===== src/rtl/h_dmux16_stream.sv =====
// ============================================================================
//  Module   : h_dmux16_stream
//  Purpose  : 1-to-2 valid/ready stream demultiplexer with a FIFO per channel.
//  Revision : 1.0 - initial release
// ============================================================================
`default_nettype none

module h_dmux16_fifo #(
  parameter int WIDTH = 16,
  parameter int DEPTH = 2
) (
  input  logic             clk,
  input  logic             rst_n,
  input  logic             push,
  input  logic [WIDTH-1:0] din,
  output logic [WIDTH-1:0] dout,
  output logic             valid,
  input  logic             ready,
  output logic             full,
  output logic [15:0]      cnt
);
  localparam int c_PTR_W = (DEPTH > 1) ? $clog2(DEPTH) : 1;
  localparam int c_OCC_W = $clog2(DEPTH + 1);

  logic [WIDTH-1:0]   r_mem [DEPTH];
  logic [c_PTR_W-1:0] r_wr_ptr;
  logic [c_PTR_W-1:0] r_rd_ptr;
  logic [c_OCC_W-1:0] r_occ;
  logic [15:0]        r_cnt;
  logic               w_pop;

  assign valid = (r_occ != '0);
  assign full  = (r_occ == c_OCC_W'(DEPTH));
  assign w_pop = valid & ready;
  assign cnt   = r_cnt;
  // Head is forced to zero while empty so the output is clean straight out of reset.
  assign dout  = valid ? r_mem[r_rd_ptr] : '0;

  always_ff @(posedge clk) begin
    if (push) begin
      r_mem[r_wr_ptr] <= din;
    end
  end

  always_ff @(posedge clk or negedge rst_n) begin
    if (!rst_n) begin
      r_wr_ptr <= '0;
      r_rd_ptr <= '0;
      r_occ    <= '0;
      r_cnt    <= '0;
    end else begin
      if (push) begin
        r_wr_ptr <= r_wr_ptr + c_PTR_W'(1);
      end
      if (w_pop) begin
        r_rd_ptr <= r_rd_ptr + c_PTR_W'(1);
        r_cnt    <= r_cnt + 16'd1;
      end
      case ({push, w_pop})
        2'b10:   r_occ <= r_occ + c_OCC_W'(1);
        2'b01:   r_occ <= r_occ - c_OCC_W'(1);
        default: r_occ <= r_occ;
      endcase
    end
  end
endmodule

module h_dmux16_stream #(
  parameter int WIDTH = 16,
  parameter int DEPTH = 2
) (
  input  logic             clk,
  input  logic             rst_n,
  input  logic [WIDTH-1:0] in,
  input  logic             sel,
  input  logic             in_valid,
  output logic             in_ready,
  output logic [WIDTH-1:0] a,
  output logic             a_valid,
  input  logic             a_ready,
  output logic [WIDTH-1:0] b,
  output logic             b_valid,
  input  logic             b_ready,
  output logic [15:0]      a_cnt,
  output logic [15:0]      b_cnt
);
  logic w_full_a;
  logic w_full_b;
  logic w_push_a;
  logic w_push_b;

  // Ready looks only at the selected channel's occupancy, never at a_ready/b_ready.
  assign in_ready = sel ? !w_full_b : !w_full_a;
  assign w_push_a = in_valid & in_ready & ~sel;
  assign w_push_b = in_valid & in_ready &  sel;

  h_dmux16_fifo #(
    .WIDTH (WIDTH),
    .DEPTH (DEPTH)
  ) u_fifo_a (
    .clk   (clk),
    .rst_n (rst_n),
    .push  (w_push_a),
    .din   (in),
    .dout  (a),
    .valid (a_valid),
    .ready (a_ready),
    .full  (w_full_a),
    .cnt   (a_cnt)
  );

  h_dmux16_fifo #(
    .WIDTH (WIDTH),
    .DEPTH (DEPTH)
  ) u_fifo_b (
    .clk   (clk),
    .rst_n (rst_n),
    .push  (w_push_b),
    .din   (in),
    .dout  (b),
    .valid (b_valid),
    .ready (b_ready),
    .full  (w_full_b),
    .cnt   (b_cnt)
  );
endmodule

`default_nettype wire


===== config.mk =====
export PLATFORM = sky130hd
export DESIGN_NAME = h_dmux16_stream
export DESIGN_NICKNAME = d
export VERILOG_FILES = /design/src/rtl/h_dmux16_stream.sv
export SDC_FILE = /design/constraint.sdc
export NUM_CORES = 1
export LEC_CHECK = 0
export CAP_MARGIN = 10
export CORE_ASPECT_RATIO = 0.6
export CORE_MARGIN = 1.5
export CORE_UTILIZATION = 48
export CTS_BUF_LIST = sky130_fd_sc_hd__clkbuf_8
export CTS_CLUSTER_DIAMETER = 200
export DETAILED_ROUTE_END_ITERATION = 12
export GPL_TIMING_DRIVEN = 0
export PLACE_DENSITY = 0.79
export SYNTH_ARGS = -nofsm -noshare
export SYNTH_HDL_FRONTEND = slang
export SYNTH_SLANG_ARGS = --single-unit

===== constraint.sdc =====
create_clock -name clk -period 2 [get_ports clk]
set_clock_uncertainty 0.15 [all_clocks]
set_input_delay 0.4 -clock clk [delete_from_list [all_inputs] [get_ports clk]]
set_output_delay 0.4 -clock clk [all_outputs]
set_load 0.005 [all_outputs]

# ---- Word level (Yosys, flattened, before mapping)
# Memory sizes are Yosys's and may differ from the RTL's.
# Index checks and enable logic that the tools add are counted.
dict set report op_classes {
  addsub 10
  n_eq_ne 6
  n_mux 9
  n_bitwise 6
  n_reduce_logical 6
}
# cell count
set op_table {}
lappend op_table {{$add A16 B1 Y16 const B} 2}
lappend op_table {{$mux W16} 2}
lappend op_table {{$eq A2 B2 Y1 const B} 4}
lappend op_table {{$pmux W2 S2} 2}
lappend op_table {{$reduce_bool A2 Y1} 4}
lappend op_table {{$and A1 B1 Y1} 5}
lappend op_table {{$mux W1} 5}
lappend op_table {{$add A1 B1 Y1 const B} 4}
lappend op_table {{$add A2 B1 Y2 const B} 2}
lappend op_table {{$eq A2 B1 Y1 const B} 2}
lappend op_table {{$sub A2 B1 Y2 const B} 2}
lappend op_table {{$logic_not A1 Y1} 2}
lappend op_table {{$not A1 Y1} 1}
dict set report word_totals {
  register_bits 40
  ramBits 64
  in_bits 22
  out_inout_bits 67
  elab_cells 47
  n_memories 2
}
# name depth width rd rd_ports_with_merged_regs wr line_no
set memory_table {}
lappend memory_table {u_fifo_a.r_mem 2 16 1 0 1 25} ;# logic [WIDTH-1:0] r_mem [DEPTH];
lappend memory_table {u_fifo_b.r_mem 2 16 1 0 1 25}

# ---- Longest topological paths before layout
dict set report depth {
  depth_word 7
  depth_mapped 7
  ltp_nobuf 6
}

# ---- Cells and area by module
# A second synthesis with hierarchy kept.
dict set report unflattened {
  hier_cells 295
  area_unflattened_um2 4215.3
}
# mod instances cells_per_inst area_per_inst_um2
set by_module_without_submodules {}
lappend by_module_without_submodules {h_dmux16_fifo 2 146 2094.5}
lappend by_module_without_submodules {h_dmux16_stream 1 3 26.3}

# ---- Worst setup path before layout
# Ideal clock, no wire load.
dict set report synth_timing {
  path_type {register to register}
  from {reg u_fifo_b.r_occ[1]}
  to {mem u_fifo_b.r_mem[1][0] (enable)}
  t_arrival_ps 1447
  slack_ps 15
  stages_incl_launch_ff 4
  path_buffers 0
  synth_period_minus_slack_ps 1985
  cell_sequence {dfrtp_1 or2b_1 nand3_1 nor2_1}
}
dict set report synth_via {
  elab_chain_cells 7
}
# item line_no
set synth_rtl {}
lappend synth_rtl {{start: declaration} 28} ;# logic [c_OCC_W-1:0] r_occ;
lappend synth_rtl {{start signal: assignment} 60} ;# 2'b10: r_occ <= r_occ + c_OCC_W'(1);
lappend synth_rtl {{start signal: assignment} 61} ;# 2'b01: r_occ <= r_occ - c_OCC_W'(1);
lappend synth_rtl {{start signal: assignment} 62} ;# default: r_occ <= r_occ;
lappend synth_rtl {{$eq A2 B2 Y1} 33} ;# assign full = (r_occ == c_OCC_W'(DEPTH));
lappend synth_rtl {{$logic_not A1 Y1} 93} ;# assign in_ready = sel ? !w_full_b : !w_full_a;
lappend synth_rtl {{$mux W1} 93}
lappend synth_rtl {{$and A1 B1 Y1 (2 in series)} 95} ;# assign w_push_b = in_valid & in_ready & sel;
lappend synth_rtl {{$mux W1} 40} ;# if (push) begin
lappend synth_rtl {{$mux W1 (implied by the code)} 41} ;# r_mem[r_wr_ptr] <= din;
lappend synth_rtl {{end: declaration} 25}
# No other way between the ends.

# ---- Worst setup path after layout
dict set report layout_timing {
  from {reg u_fifo_b.r_occ[0]}
  to {out in_ready}
}
dict set report layout_via {
  elab_chain_cells 3
}
# item line_no
set layout_rtl {}
lappend layout_rtl {{$eq A2 B2 Y1} 33}
lappend layout_rtl {{$logic_not A1 Y1} 93}
lappend layout_rtl {{$mux W1} 93}
lappend layout_rtl {{end: declaration} 77} ;# output logic in_ready,
# No other way between the ends.

==> summary.txt <==
Run status
  – Status: complete, but fails checks
  – Failing checks: hold timing, setup timing

Floorplan
  – Initial Util: 0.4980
  – Die Ht: 75.98 microns
  – Core ar.: 0.008556 sq mm
  – # rows: 26
  – Die X: 124.6 microns
  – Die area: 0.009468 sq mm
  – Top-level I/O count: 89

Yosys
  – Cell Area, Synth: 0.004260 sq mm
  – Post-synth top area cell: edfxtp_1
  – Top-count cell post-synth: edfxtp_1
  – Synth Instances: 294
  – Yosys reg bits: 104
  – Yosys warns: 0
  – Synth cell types: 33
  – Syn Nets: 320
  – Sequential area share after synthesis: 0.6860
  – Asr flop ratio synth: 0.3846
  – Largest cells by area after synthesis: edfxtp_1 45%, dfrtp_1 23%, mux2i_1 7.5%
  – Ys flop type: edfxtp_1
  – Mean post-synth cell area: 14.49 sq um
  – Post-synth EDFFs: 64
  – Synth top area share: 0.4511
  – Commonest cells post-synth: 64 x edfxtp_1, 48 x nor2_1, 40 x dfrtp_1

Pwr
  – Leakage power: 2.394 nW
  – Maximum vdd drop: 0.5724 mV
  – Post-layout power: 7.557 mW
  – Pwr dens: 1311 mW/mm^2

Place
  – Setup WS pre-CTS: -0.6683 ns
  – Area post-placement: 0.005304 sq mm
  – Dpl cells: 496
  – GPL Wtd Cong: 0.7773
  – Dpl hpwl: 5767 microns
  – I/O Buffers: 88

Clock tree
  – CTS Buffer Depth: 2
  – Latest clock arrival within the worst-skew pair: 0.37 ns
  – CTS buffer count: 9
  – CTS tree: built
  – CTS clk-pin slew, worst paths: 0.10 ns
  – Htree depth: 3
  – Root buf cell: clkbuf_8
  – Clock Sinks: 104

STA
  – Hold WS: -0.01252 ns
  – Final Hold Vio Count: 11
  – Setup TNS: -4.687 ns
  – Tmin final: 2.131 ns
  – Slew HR: 0.3869
  – Setup WS post-layout: -0.1315 ns
  – Final Max Slew Viols: 0
  – Final period util: 1.066
  – Final setup vio count: 54
  – RSZ-0062 raised after global routing: yes
  – Fmax: 469.2 MHz
  – Worst-Margin Slew: 0.9187 ns

Global routing
  – Antenna violations before repair: 0
  – Vias in the first global route: 2672
  – Largest net degree at the start of global routing: 41
  – Total global-route track usage: 0.1918
  – First-pass GRT wire length: 13720 microns
  – Grt total ovfl: 0

Final layout
  – Multi-input gate area: 0.001329 sq mm
  – Non-filler cells in the finished layout: 541
  – Layout Nets: 450
  – Final instance area: 0.005764 sq mm
  – N_diodes: 0
  – Proportion of layout cells with a drive suffix above 1: 0.2867
  – Area taken by flip-flops and latches: 0.002932 sq mm
  – Fill cell count: 625
  – Finished Core Util: 0.6737
  – Area delta synth->final: 35.30%

Detailed routing
  – First-pass iteration count of the detailed router: 4
  – DR iter-0 viols: 169
  – ANT nets after route: 0
  – DRC violations left: 0
  – WL/cell: 16.02 microns
  – Via-to-Cell Ratio: 4.972
  – Final wirelength: 8665 microns
  – Vias: 2690

Critical path
  – Crit path DAT: 1.58 ns
  – Crit start category: flip-flop
  – Worst-path fanout max: 4
  – WP data required: 1.45 ns
  – CP Capture Type: output pin
  – Critical path class: reg2out

Job
  – Max_cap viols: 0

Worst hold path
  – Hold crit path type: in2async
## cell usage in the layout, fill, tap and decap left out, drive strengths merged, types with 3 or more instances in the layout
cell,netlist,final
and3,3,3
buf,6,71
clkbuf,4,15
clkdlybuf4s50,0,52
clkinv,0,3
dfrtp,40,40
edfxtp,64,64
ha,4,4
inv,6,8
mux2,3,3
mux2i,32,32
nand2,9,9
nand3,8,8
nand4,11,11
nor2,49,49
xnor2,26,26
xor2,14,14
## repair_timing
item	in CTS	in global routing
pin swaps	9	5
endpoints found under the setup margin	88	65
hold buffers	0	0
gates cloned	1	0
gates resized for setup	169	26
setup buffers	28	5
## logic make-up after synthesis
family                   share of synthesized area
adder cells (fa/ha/maj)                    0.01175
XOR/XNOR                                   0.08400
AND/OR/NAND/NOR                             0.1090
flip-flops                                  0.6860
buffers and inverters                      0.01850
multiplexers                               0.08311
AO/OA/AOI/OAI                             0.007636
## state kept, by name, indices dropped and copies added (netlist names)
register,flops
u_fifo_a.r_wr_ptr,1
u_fifo_b.cnt,16
u_fifo_b.r_occ,2
u_fifo_a.r_occ,2
u_fifo_b.r_wr_ptr,1
u_fifo_b.r_mem,32
u_fifo_a.r_rd_ptr,1
u_fifo_b.r_rd_ptr,1
u_fifo_a.cnt,16
u_fifo_a.r_mem,32
## power by group
part	internal (mW)	switching [mW]	total (mW)	leakage, nW
registers	2.70	0.356	3.06	1.09
logic	1.85	1.40	3.25	1.21
clock network	0.568	0.684	1.25	0.0959
## critical path: stages, from the launching register on
cell	delay (ns)
dfrtp_2	0.45
or2b_1	0.26
buf_4	0.14
mux2_4	0.25
buf_6	0.12
## cell type report
cell class | instances | share of cell area
timing repair buffer | 123 | 0.1849
tap | 112 | 0.02431
buffer | 6 | 0.01541
multi-input combinational | 174 | 0.2305
clock inverter | 7 | 0.01085
inverter | 6 | 0.003907
clock buffer | 9 | 0.02149
sequential | 104 | 0.5086
## worst paths after layout
path | depth (start not counted) | endpoint | start | slack, ns
worst max register to register | 3 | u_fifo_b.r_mem[1][6] | u_fifo_b.r_occ[1] | -0.10
max in group asynchronous | 1 | u_fifo_b.r_occ[0] | rst_n | 1.09
worst min-delay path | 1 | u_fifo_a.cnt[4] | rst_n | -0.01
worst min register to register | 1 | u_fifo_a.cnt[15] | u_fifo_a.cnt[15] | 0.33
min in group clk | 1 | u_fifo_a.cnt[15] | u_fifo_a.cnt[15] | 0.33
worst max-delay path | 4 | in_ready | u_fifo_b.r_occ[0] | -0.13
## metal layers
metal / vias up / GRT usage / wire (microns)
met4: 0 / 0.06552 / 124
li1: 1296 / - / -
met1: 1333 / 0.2663 / 4038
met3: 10 / 0.04986 / 457
met5: - / 0 / 0
met2: 51 / 0.2973 / 4046
No activity file was read; power rests on OpenSTA's default activity.
